[config.mk]
export PLATFORM = sky130hd
export DESIGN_NAME = isp_line_sched
export DESIGN_NICKNAME = d
export VERILOG_FILES = /design/src/rtl/isp_pkg.sv /design/src/rtl/isp_line_ring_cnt.sv /design/src/rtl/isp_line_sched.sv
export SDC_FILE = /design/constraint.sdc
export NUM_CORES = 1
export LEC_CHECK = 0
export ABC_AREA = 1
export ABC_CLOCK_PERIOD_IN_PS = 3900
export CAP_MARGIN = 20
export CORE_MARGIN = 2
export CORE_UTILIZATION = 45
export DETAILED_ROUTE_END_ITERATION = 10
export PLACE_DENSITY = 0.77
export SLEW_MARGIN = 20
export SYNTH_ARGS = -nofsm -noshare
export SYNTH_HDL_FRONTEND = slang
export SYNTH_SLANG_ARGS = --single-unit
[constraint.sdc]
create_clock -name clk -period 3.9 [get_ports clk]
set_input_delay 0.975 -clock clk [delete_from_list [all_inputs] [get_ports clk]]
set_output_delay 0.975 -clock clk [all_outputs]
set_load 0.005 [all_outputs]
[src/rtl/isp_pkg.sv]
// Shared types and constants for the ISP line-buffer scheduler.
// Holds the state encoding and the geometry of the four-line ring.
package isp_pkg;

    localparam int NUM_LINES = 4;
    localparam int SEL_W     = $clog2(NUM_LINES);
    localparam int FILL_W    = $clog2(NUM_LINES + 1);

    typedef enum logic [1:0] {
        IDLE  = 2'd0,
        PRIME = 2'd1,
        RUN   = 2'd2,
        DRAIN = 2'd3
    } state_t;

endpackage

[src/rtl/isp_line_ring_cnt.sv]
// Ring pointers plus occupancy counter for the line buffers.
// The caller only raises i_inc when not full and i_dec when not empty.
module isp_line_ring_cnt
    import isp_pkg::*;
(
    input  logic              clk,
    input  logic              rst,
    input  logic              i_clr,
    input  logic              i_inc,
    input  logic              i_dec,
    output logic [SEL_W-1:0]  o_wr_ptr,
    output logic [SEL_W-1:0]  o_rd_ptr,
    output logic [FILL_W-1:0] o_fill,
    output logic              o_full,
    output logic              o_empty
);

    logic [SEL_W-1:0]  r_wr_ptr;
    logic [SEL_W-1:0]  r_rd_ptr;
    logic [FILL_W-1:0] r_fill;

    always_ff @(posedge clk) begin
        if (rst || i_clr) begin
            r_wr_ptr <= '0;
            r_rd_ptr <= '0;
            r_fill   <= '0;
        end else begin
            if (i_inc) r_wr_ptr <= r_wr_ptr + 1'b1;
            if (i_dec) r_rd_ptr <= r_rd_ptr + 1'b1;
            // A simultaneous fill and drain leaves the occupancy unchanged.
            case ({i_inc, i_dec})
                2'b10:   r_fill <= r_fill + 1'b1;
                2'b01:   r_fill <= r_fill - 1'b1;
                default: r_fill <= r_fill;
            endcase
        end
    end

    assign o_wr_ptr = r_wr_ptr;
    assign o_rd_ptr = r_rd_ptr;
    assign o_fill   = r_fill;
    assign o_full   = (r_fill == FILL_W'(NUM_LINES));
    assign o_empty  = (r_fill == '0);

endmodule

[src/rtl/isp_line_sched.sv]
// Line-buffer scheduler between the raw writer and the demosaic reader:
// frame sequencing, read-start pacing, rgb_valid gating and error flags.
module isp_line_sched
    import isp_pkg::*;
#(
    parameter int PRIME_LINES = 2,
    parameter int FRAME_LINES = 480,
    parameter int CNT_WIDTH   = $clog2(FRAME_LINES + 1)
) (
    input  logic                 clk,
    input  logic                 rst,
    input  logic                 enable,
    input  logic                 frame_start,
    input  logic                 wr_line_done,
    input  logic                 rd_line_done,
    output logic [SEL_W-1:0]     wr_line_sel,
    output logic [SEL_W-1:0]     rd_line_sel,
    output logic                 rd_start,
    output logic                 rgb_valid,
    output logic [FILL_W-1:0]    fill_level,
    output logic [CNT_WIDTH-1:0] rd_line_cnt,
    output logic                 frame_done,
    output logic                 overflow,
    output logic                 underflow
);

    localparam logic [CNT_WIDTH-1:0] FRAME_CNT    = CNT_WIDTH'(FRAME_LINES);
    localparam logic [CNT_WIDTH-1:0] FRAME_CNT_M1 = CNT_WIDTH'(FRAME_LINES - 1);
    localparam logic [FILL_W-1:0]    PRIME_FILL   = FILL_W'(PRIME_LINES);

    state_t               r_state;
    state_t               w_state_nxt;
    logic [CNT_WIDTH-1:0] r_wr_cnt;
    logic [CNT_WIDTH-1:0] r_rd_cnt;
    logic [CNT_WIDTH-1:0] w_wr_cnt_nxt;
    logic                 r_rd_busy;
    logic                 r_rd_start;
    logic                 r_rgb_valid;
    logic                 r_frame_done;
    logic                 r_overflow;
    logic                 r_underflow;

    logic                 w_clr;
    logic                 w_active;
    logic                 w_wr_req;
    logic                 w_wr_ok;
    logic                 w_wr_drop;
    logic                 w_rd_ok;
    logic                 w_rd_under;
    logic                 w_last_rd;
    logic                 w_rd_cond;
    logic                 w_rd_issue;
    logic                 w_full;
    logic                 w_empty;
    logic [FILL_W-1:0]    w_fill;

    // Line pulses only count inside an active frame; a restart or disable
    // in the same cycle discards them.
    assign w_clr        = !enable || frame_start;
    assign w_active     = enable && !frame_start && (r_state != IDLE);
    assign w_wr_req     = w_active && wr_line_done && (r_wr_cnt != FRAME_CNT);
    assign w_wr_ok      = w_wr_req && !w_full;
    assign w_wr_drop    = w_wr_req && w_full;
    assign w_rd_ok      = w_active && rd_line_done && !w_empty;
    assign w_rd_under   = w_active && rd_line_done && w_empty;
    assign w_wr_cnt_nxt = r_wr_cnt + CNT_WIDTH'(w_wr_ok);
    assign w_last_rd    = (r_state == DRAIN) && w_rd_ok && (r_rd_cnt == FRAME_CNT_M1);

    isp_line_ring_cnt u_ring (
        .clk      (clk),
        .rst      (rst),
        .i_clr    (w_clr),
        .i_inc    (w_wr_ok),
        .i_dec    (w_rd_ok),
        .o_wr_ptr (wr_line_sel),
        .o_rd_ptr (rd_line_sel),
        .o_fill   (w_fill),
        .o_full   (w_full),
        .o_empty  (w_empty)
    );

    always_comb begin
        w_state_nxt = r_state;
        if (!enable) begin
            w_state_nxt = IDLE;
        end else if (frame_start) begin
            w_state_nxt = PRIME;
        end else begin
            case (r_state)
                PRIME:   if (w_fill >= PRIME_FILL)      w_state_nxt = RUN;
                RUN:     if (w_wr_cnt_nxt == FRAME_CNT) w_state_nxt = DRAIN;
                DRAIN:   if (w_last_rd)                 w_state_nxt = IDLE;
                default: w_state_nxt = r_state;
            endcase
        end
    end

    // Read pacing is judged against the state being entered, so the first
    // start of a frame coincides with rgb_valid rising.
    always_comb begin
        w_rd_cond = 1'b0;
        if (w_state_nxt == RUN)        w_rd_cond = (w_fill >= PRIME_FILL);
        else if (w_state_nxt == DRAIN) w_rd_cond = (w_fill != '0);
    end

    assign w_rd_issue = w_rd_cond && !r_rd_busy && !w_rd_ok;

    always_ff @(posedge clk) begin
        if (rst) begin
            r_state      <= IDLE;
            r_wr_cnt     <= '0;
            r_rd_cnt     <= '0;
            r_rd_busy    <= 1'b0;
            r_rd_start   <= 1'b0;
            r_rgb_valid  <= 1'b0;
            r_frame_done <= 1'b0;
            r_overflow   <= 1'b0;
            r_underflow  <= 1'b0;
        end else begin
            r_state      <= w_state_nxt;
            r_rgb_valid  <= (w_state_nxt == RUN) || (w_state_nxt == DRAIN);
            r_rd_start   <= w_rd_issue;
            r_frame_done <= w_last_rd;
            if (w_wr_drop)  r_overflow  <= 1'b1;
            if (w_rd_under) r_underflow <= 1'b1;
            if (w_clr) begin
                r_wr_cnt  <= '0;
                r_rd_cnt  <= '0;
                r_rd_busy <= 1'b0;
            end else begin
                r_wr_cnt <= w_wr_cnt_nxt;
                if (w_rd_ok) begin
                    r_rd_cnt  <= r_rd_cnt + 1'b1;
                    r_rd_busy <= 1'b0;
                end else if (w_rd_issue) begin
                    r_rd_busy <= 1'b1;
                end
            end
        end
    end

    assign rd_start    = r_rd_start;
    assign rgb_valid   = r_rgb_valid;
    assign fill_level  = w_fill;
    assign rd_line_cnt = r_rd_cnt;
    assign frame_done  = r_frame_done;
    assign overflow    = r_overflow;
    assign underflow   = r_underflow;

endmodule

==> results of run 1 <==
## final cells by class
cell class / count / area, sq um / share of cell area, %
clock buffers: 5 / 37.5 / 1.91
clock inverters: 3 / 17.5 / 0.893
inverters: 33 / 124 / 6.31
multi-input cells: 147 / 797 / 40.6
flip-flops and latches: 33 / 661 / 33.7
well taps: 46 / 57.6 / 2.93
repair buffers: 27 / 268 / 13.6
## metrics by stage
step	utilization, %	hold slack [ns]
after floorplan	-	0.447
after global placement	56.7	0.447
after detailed placement	56.7	0.456
after CTS	58.3	0.473
after global routing	58.3	0.494
final	58.3	0.464
## cells by family (layout without fill, tap and decap cells)
logic type / after synthesis / in the layout / synth area share (%)
XOR/XNOR: 1 / 1 / 0.550
AO/OA/AOI/OAI: 32 / 32 / 11.2
flip-flops: 33 / 33 / 41.5
buffers and inverters: 36 / 68 / 8.48
adder cells (fa/ha/maj): 5 / 5 / 4.40
AND/OR/NAND/NOR: 109 / 109 / 33.9
## power by group
part / total, W / internal [W] / leakage, nW / switching [W]
clock network: 0.000190 / 0.0000679 / 0.0310 / 0.000122
registers: 0.000338 / 0.000338 / 0.266 / 0.000000768
logic: 0.0000186 / 0.00000817 / 0.373 / 0.0000104
total: 0.000547 / 0.000414 / 0.670 / 0.000133
## layer usage
| layer | track usage (%) | vias to the layer above | wire, um |
|---|---|---|---|
| met2 | 28.6 | 24 | 1540 |
| met1 | 22.2 | 652 | 1530 |
| li1 | - | 764 | - |
| met5 | 0 | - | 0 |
| met4 | 8.15 | 0 | 57 |
| met3 | 7.14 | 4 | 122 |
## sequential cells by signal, summed over array words and instances (netlist names)
signal and count:
r_wr_cnt 9, rd_line_cnt 9, u_ring.o_fill 3, r_state 2, u_ring.o_rd_ptr 2, u_ring.o_wr_ptr 2
frame_done 1, overflow 1, r_rd_busy 1, rd_start 1, rgb_valid 1, underflow 1
## critical path: cells and delay by family
family,cells,cell delay (ns)
buffers and inverters,1,0.50
AOI/OAI and AO/OA,1,0.11
adders and majority gates,2,0.48
and+or+nand+nor,15,1.42
## synth_stat cells (2+ instances only)
cell type	n
clkbuf_1	3
inv_1	32
nand2_2	3
nor4_1	2
nand3_1	15
nand2_1	34
o21ai_0	10
dfxtp_1	33
nand4_1	3
nor2_4	5
nor2_2	2
nor3_1	6
a31oi_1	2
o21ai_1	2
nor2_1	35
a21oi_1	14
ha_1	4
## path summary, 6_finish.rpt
check / startpoint / endpoint / slack [ns] / cells after the start
setup / recovery: enable / r_rd_busy / 0.67 / 19
hold / removal: overflow / overflow / 0.46 / 2
setup reg to reg: r_wr_cnt[5] / r_rd_busy / 1.43 / 18
hold reg to reg: overflow / overflow / 0.46 / 2
==> insert_results.sql, run 1 <==
INSERT INTO impl_metrics (metric_group, metric, value, unit) VALUES
('logic_synthesis', 'postSynth.asyncResetShare', '0', '%'),
('placed_design', 'routability_congestion', '0.810', ''),
('placed_design', 'placedInstanceArea', '0.00191', 'sq mm'),
('clock_tree', 'cts-htree-levels', '2', ''),
('logic_synthesis', 'postSynth.topFlopCell', 'dfxtp_1', ''),
('grt', 'grt_pass1_wl', '5570', 'um'),
('timing', 'setup_tns', '0', 'ns'),
('critical_path', 'critical_path.endpoint_type', 'flop', ''),
('critical_path', 'worst_path_most_repeated_cell', 'nand2_1', ''),
('timing', 'period_minus_slack', '3.23', 'ns'),
('logic_synthesis', 'instance_count_of_the_mapped_netlist', '216', ''),
('detailed_routing', 'drt-initial-drc-count', '108', ''),
('floorplan', 'floorplan.initialDensity', '47.4', '%'),
('detailed_routing', 'drt-pass1-iter-count', '4', ''),
('detailed_routing', 'via_count', '1444', ''),
('grt', 'globalRouteOverflowTotal', '0', ''),
('status', 'status', 'completed', ''),
('detailed_routing', 'drt_drc_violations_left', '0', ''),
('critical_path', 'cp_slowest_cell', 'clkdlybuf4s50_1', ''),
('detailed_routing', 'wl_per_cell', '11.1', 'um'),
('grt', 'first_global_vias', '1238', ''),
('clock_tree', 'postCtsSetupRepairBufs', '0', ''),
('timing', 'grt_setup_unrepaired', 'false', ''),
('timing', 'fin_skew', '0.0127', 'ns'),
('floorplan', 'fp.dieW', '63.5', 'um'),
('clock_tree', 'hold_bufs_at_cts', '0', ''),
('floorplan', 'die-height', '63.5', 'um'),
('floorplan', 'die_area', '0.00403', 'sq mm'),
('power_and_ir_drop', 'total_leakage_power', '0.670', 'nW'),
('grt', 'tot_gr_track_use', '18.3', '%'),
('logic_synthesis', 'ys_top_cells_by_area', 'dfxtp_1 41%, nor2_1 8.2%, nand2_1 8.0%, inv_1 7.5%, nand3_1 4.7%', ''),
('critical_path', 'cp_data_required_time', '4.18', 'ns'),
('clock_tree', 'cts_num_sinks', '33', ''),
('logic_synthesis', 'number_of_enable_type_register_cells_in_the_synthesized_netlist', '0', ''),
('placed_design', 'port_buffers', '26', ''),
('timing', 'finalHoldViolations', '0', ''),
('min_path', 'min_path_type', 'flop to flop', ''),
('placed_design', 'dp_cells', '286', ''),
('finish', 'final_common_cell', 'nor2_1', ''),
('critical_path', 'cp_slowest_stage_delay', '0.50', 'ns'),
('clock_tree', 'worst_setup_hold_path_clk_slew', '0.10', 'ns'),
('logic_synthesis', 'netlist-cell-type-count', '28', ''),
('finish', 'final_cell_area', '0.00196', 'sq mm'),
('detailed_routing', 'drt_wirelength', '3250', 'um'),
('logic_synthesis', 'synthDominantAreaCellType', 'dfxtp_1', ''),
('clock_tree', 'insertion_delay', '0.34', 'ns'),
('logic_synthesis', 'post_synth_instance_area', '0.00159', 'sq mm'),
('timing', 'min_period_over_period', '82.7', '%'),
('timing', 'maxSlewHeadroom', '65.6', '%'),
('logic_synthesis', 'netlist.area_leader.share', '41.5', '%'),
('floorplan', 'ioPinCount', '27', ''),
('power_and_ir_drop', 'report.power.total', '0.000547', 'W'),
('critical_path', 'timing_worst_setup_path_type', 'primary input to flop', ''),
('power_and_ir_drop', 'power.density', '279', 'mW/mm^2'),
('timing', 'finalWorstSetupSlack', '0.674', 'ns'),
('placed_design', 'hpwl', '2450', 'um'),
('placed_design', 'place_ws', '0.319', 'ns'),
('timing', 'max_freq', '310', 'MHz'),
('finish', 'antenna_cells_inserted', '0', ''),
('finish', 'num-nets-final', '258', ''),
('critical_path', 'worst-path-max-fanout', '5', ''),
('logic_synthesis', 'yosysWarnings', '0', ''),
('flow_run', 'max_cap_violations', '0', ''),
('grt', 'grt_antenna_before_repair', '0', ''),
('clock_tree', 'cts_resized', '0', ''),
('grt', 'grt_max_degree', '16', ''),
('finish', 'area_delta_synth_final', '23.2', '%'),
('clock_tree', 'clockRootBuffer', 'clkbuf_4', ''),
('critical_path', 'worstPathCellList', 'clkdlybuf4s50_1, nand2_1, nor2_4, nand3_1, nor2_1, ha_1, ha_1, nand2_2, nor2_4, nand2_1, nand2_1, nand2_1, nor2_1, nand3_1, nand4_1, nand2_1, nand2_1, nand2_2, a21oi_2', ''),
('finish', 'layout.cells.most_common_list', '35 x nor2_1, 34 x nand2_1, 33 x dfxtp_1', ''),
('floorplan', 'rows', '21', '');
Power figures use the tool's default switching activity.
==> run 2, diff against run 1 <==
--- a/config.mk
+++ b/config.mk
@@ -6,7 +6,7 @@
 export NUM_CORES = 1
 export LEC_CHECK = 0
 export ABC_AREA = 1
-export ABC_CLOCK_PERIOD_IN_PS = 3900
+export ABC_CLOCK_PERIOD_IN_PS = 3250
 export CAP_MARGIN = 20
 export CORE_MARGIN = 2
 export CORE_UTILIZATION = 45
==> constraint.sdc (replaced) <==
create_clock -name clk -period 3.25 [get_ports clk]
set_input_delay 0.8125 -clock clk [delete_from_list [all_inputs] [get_ports clk]]
set_output_delay 0.8125 -clock clk [all_outputs]
set_load 0.005 [all_outputs]
==> run 2 against run 1 <==
  * Flip-flop and latch count unchanged
  * Largest power group unchanged
  * Clock power is 100% higher
  * Highest routed layer unchanged
  * Non-clock buffer count rose by 3
  * Largest cell class unchanged
==> insert_results.sql, run 2 (synthesis gave the netlist of run 1 again) <==
INSERT INTO impl_metrics (metric_group, metric, value, unit) VALUES
('status', 'status', 'completed', ''),
('finish', 'final_cell_count_no_fill', '297', ''),
('floorplan', 'ioPinCount', '27', ''),
('power_and_ir_drop', 'total_leakage_power', '0.709', 'nW'),
('critical_path', 'worst_path_most_repeated_cell', 'nand2_1', ''),
('clock_tree', 'hold_bufs_at_cts', '0', ''),
('min_path', 'min_path_type', 'flop to flop', ''),
('grt', 'first_global_vias', '1370', ''),
('timing', 'worst_hold_slack', '0.467', 'ns'),
('floorplan', 'floorplan.initialDensity', '47.4', '%'),
('detailed_routing', 'drt_drc_violations_left', '0', ''),
('power_and_ir_drop', 'ir_worst_vdd', '0.502', 'mV'),
('flow_run', 'max_cap_violations', '0', ''),
('clock_tree', 'clockRootBuffer', 'clkbuf_4', ''),
('critical_path', 'critical_path.endpoint_type', 'flop', ''),
('floorplan', 'rows', '21', ''),
('critical_path', 'worst-path-max-fanout', '5', ''),
('timing', 'setup_viol_count_final', '0', ''),
('detailed_routing', 'drt_wirelength', '3290', 'um'),
('clock_tree', 'cts-buffers-inserted', '5', ''),
('clock_tree', 'tritoncts', 'yes', ''),
('finish', 'num-nets-final', '261', ''),
('floorplan', 'die-height', '63.5', 'um'),
('finish', 'layout.cells.most_common_list', '35 x nor2_1, 34 x nand2_1, 33 x dfxtp_1', ''),
('critical_path', 'cp_slowest_stage_delay', '0.51', 'ns'),
('finish', 'antenna_cells_inserted', '0', ''),
('timing', 'worstMarginPinSlew', '0.496', 'ns'),
('timing', 'period_minus_slack', '2.91', 'ns'),
('floorplan', 'core', '0.00336', 'sq mm'),
('timing', 'finalHoldViolations', '0', ''),
('detailed_routing', 'drt-initial-drc-count', '50', ''),
('timing', 'maxSlewHeadroom', '66.9', '%'),
('critical_path', 'timing_worst_setup_path_type', 'primary input to flop', ''),
('timing', 'fin_skew', '0.00805', 'ns'),
('placed_design', 'routability_congestion', '0.839', ''),
('detailed_routing', 'drt-pass1-iter-count', '4', ''),
('detailed_routing', 'route.detailed.vias_per_inst', '4.87', ''),
('placed_design', 'dp_cells', '289', ''),
('critical_path', 'timing.critical_path.arrival', '3.19', 'ns'),
('critical_path', 'cp_data_required_time', '3.53', 'ns'),
('grt', 'grt_max_degree', '16', ''),
('grt', 'grt_antenna_before_repair', '0', ''),
('timing', 'slew_violations', '0', ''),
('timing', 'setup_tns', '0', 'ns'),
('clock_tree', 'cts_num_sinks', '33', ''),
('power_and_ir_drop', 'power.density', '398', 'mW/mm^2'),
('detailed_routing', 'via_count', '1447', ''),
('clock_tree', 'max-clock-path-buffers', '2', ''),
('timing', 'grt_setup_unrepaired', 'false', ''),
('grt', 'grt_pass1_wl', '5730', 'um'),
('clock_tree', 'worst_setup_hold_path_clk_slew', '0.10', 'ns'),
('clock_tree', 'postCtsSetupRepairBufs', '0', ''),
('finish', 'regArea', '661', 'sq um'),
('floorplan', 'die_area', '0.00403', 'sq mm'),
('critical_path', 'worstSetupStartpointType', 'primary input', ''),
('finish', 'post_route_cells_drive_above_1_share', '11.6', '%'),
('floorplan', 'fp.dieW', '63.5', 'um'),
('finish', 'multi_input_area', '797', 'sq um'),
('grt', 'tot_gr_track_use', '18.2', '%'),
('detailed_routing', 'drtAntennaViolNets', '0', ''),
('clock_tree', 'cts_resized', '0', ''),
('grt', 'globalRouteOverflowTotal', '0', ''),
('critical_path', 'worstPathCellList', 'clkdlybuf4s50_1, nand2_1, nor2_4, nand3_1, nor2_1, ha_1, ha_1, nand2_2, nor2_4, nand2_1, nand2_1, nand2_1, nor2_1, nand3_1, nand4_1, nand2_1, nand2_1, nand2_2, a21oi_2', ''),
('finish', 'n_fill_cell', '339', ''),
('clock_tree', 'insertion_delay', '0.33', 'ns'),
('finish', 'final_common_cell', 'nor2_1', ''),
('timing', 'min_period_over_period', '89.5', '%'),
('critical_path', 'cp_slowest_cell', 'clkdlybuf4s50_1', ''),
('clock_tree', 'cts-htree-levels', '2', ''),
('timing', 'max_freq', '344', 'MHz'),
('finish', 'area_delta_synth_final', '27.6', '%'),
('finish', 'utilization', '60.4', '%'),
('detailed_routing', 'wl_per_cell', '11.1', 'um'),
('placed_design', 'port_buffers', '26', ''),
('critical_path', 'worst-r2r-setup-slack', '0.86', 'ns'),
('placed_design', 'hpwl', '2410', 'um');
-- run 2: area by class of cell --
cell class                 count  share of cell area [%]
sequential                    33                    32.5
clock inverter                 3                    3.20
timing repair buffer          30                    14.3
inverter                      33                    6.10
tap                           46                    2.83
clock buffer                   5                    1.85
multi-input combinational    147                    39.2
-- run 2: final timing paths --
| check | from | endpoint | cells past startpoint |
|---|---|---|---|
| hold reg to reg | u_ring.o_rd_ptr[1] | u_ring.o_rd_ptr[1] | 2 |
| setup reg to reg | r_wr_cnt[1] | r_rd_busy | 17 |
| hold / removal | u_ring.o_rd_ptr[1] | u_ring.o_rd_ptr[1] | 2 |
| setup / recovery | enable | r_rd_busy | 19 |
-- run 2: where the power goes --
part	leakage, nW	total (W)	internal [W]	switching [W]
Sequential	0.266	0.000406	0.000405	0.000000872
Clock	0.0552	0.000381	0.000238	0.000143
Combinational	0.388	0.0000226	0.0000100	0.0000126
-- run 2: per-layer routing --
layer,routed length (um),GRT usage (%),up-vias
li1,-,-,760
met2,1610,30.0,33
met1,1490,21.1,650
met4,34,8.42,0
met5,0,0,-
met3,162,6.43,4
-- run 2: stage by stage --
step	power, W	cell area, sq um	setup WS, ns
finish	0.000809	2030	0.341
global route	0.000841	2030	0.103
CTS	0.000820	2030	0.348
detailed placement	0.000438	1930	0.00734
global placement	0.000438	1930	0.102
floorplan	0.000427	1590	0.550
-- run 2: critical path: cells and delay by family --
kind / cells / cell delay [ns]
AND/OR/NAND/NOR: 15 / 1.38
buffers and inverters: 1 / 0.51
adder cells (fa/ha/maj): 2 / 0.38
AO/OA/AOI/OAI: 1 / 0.11
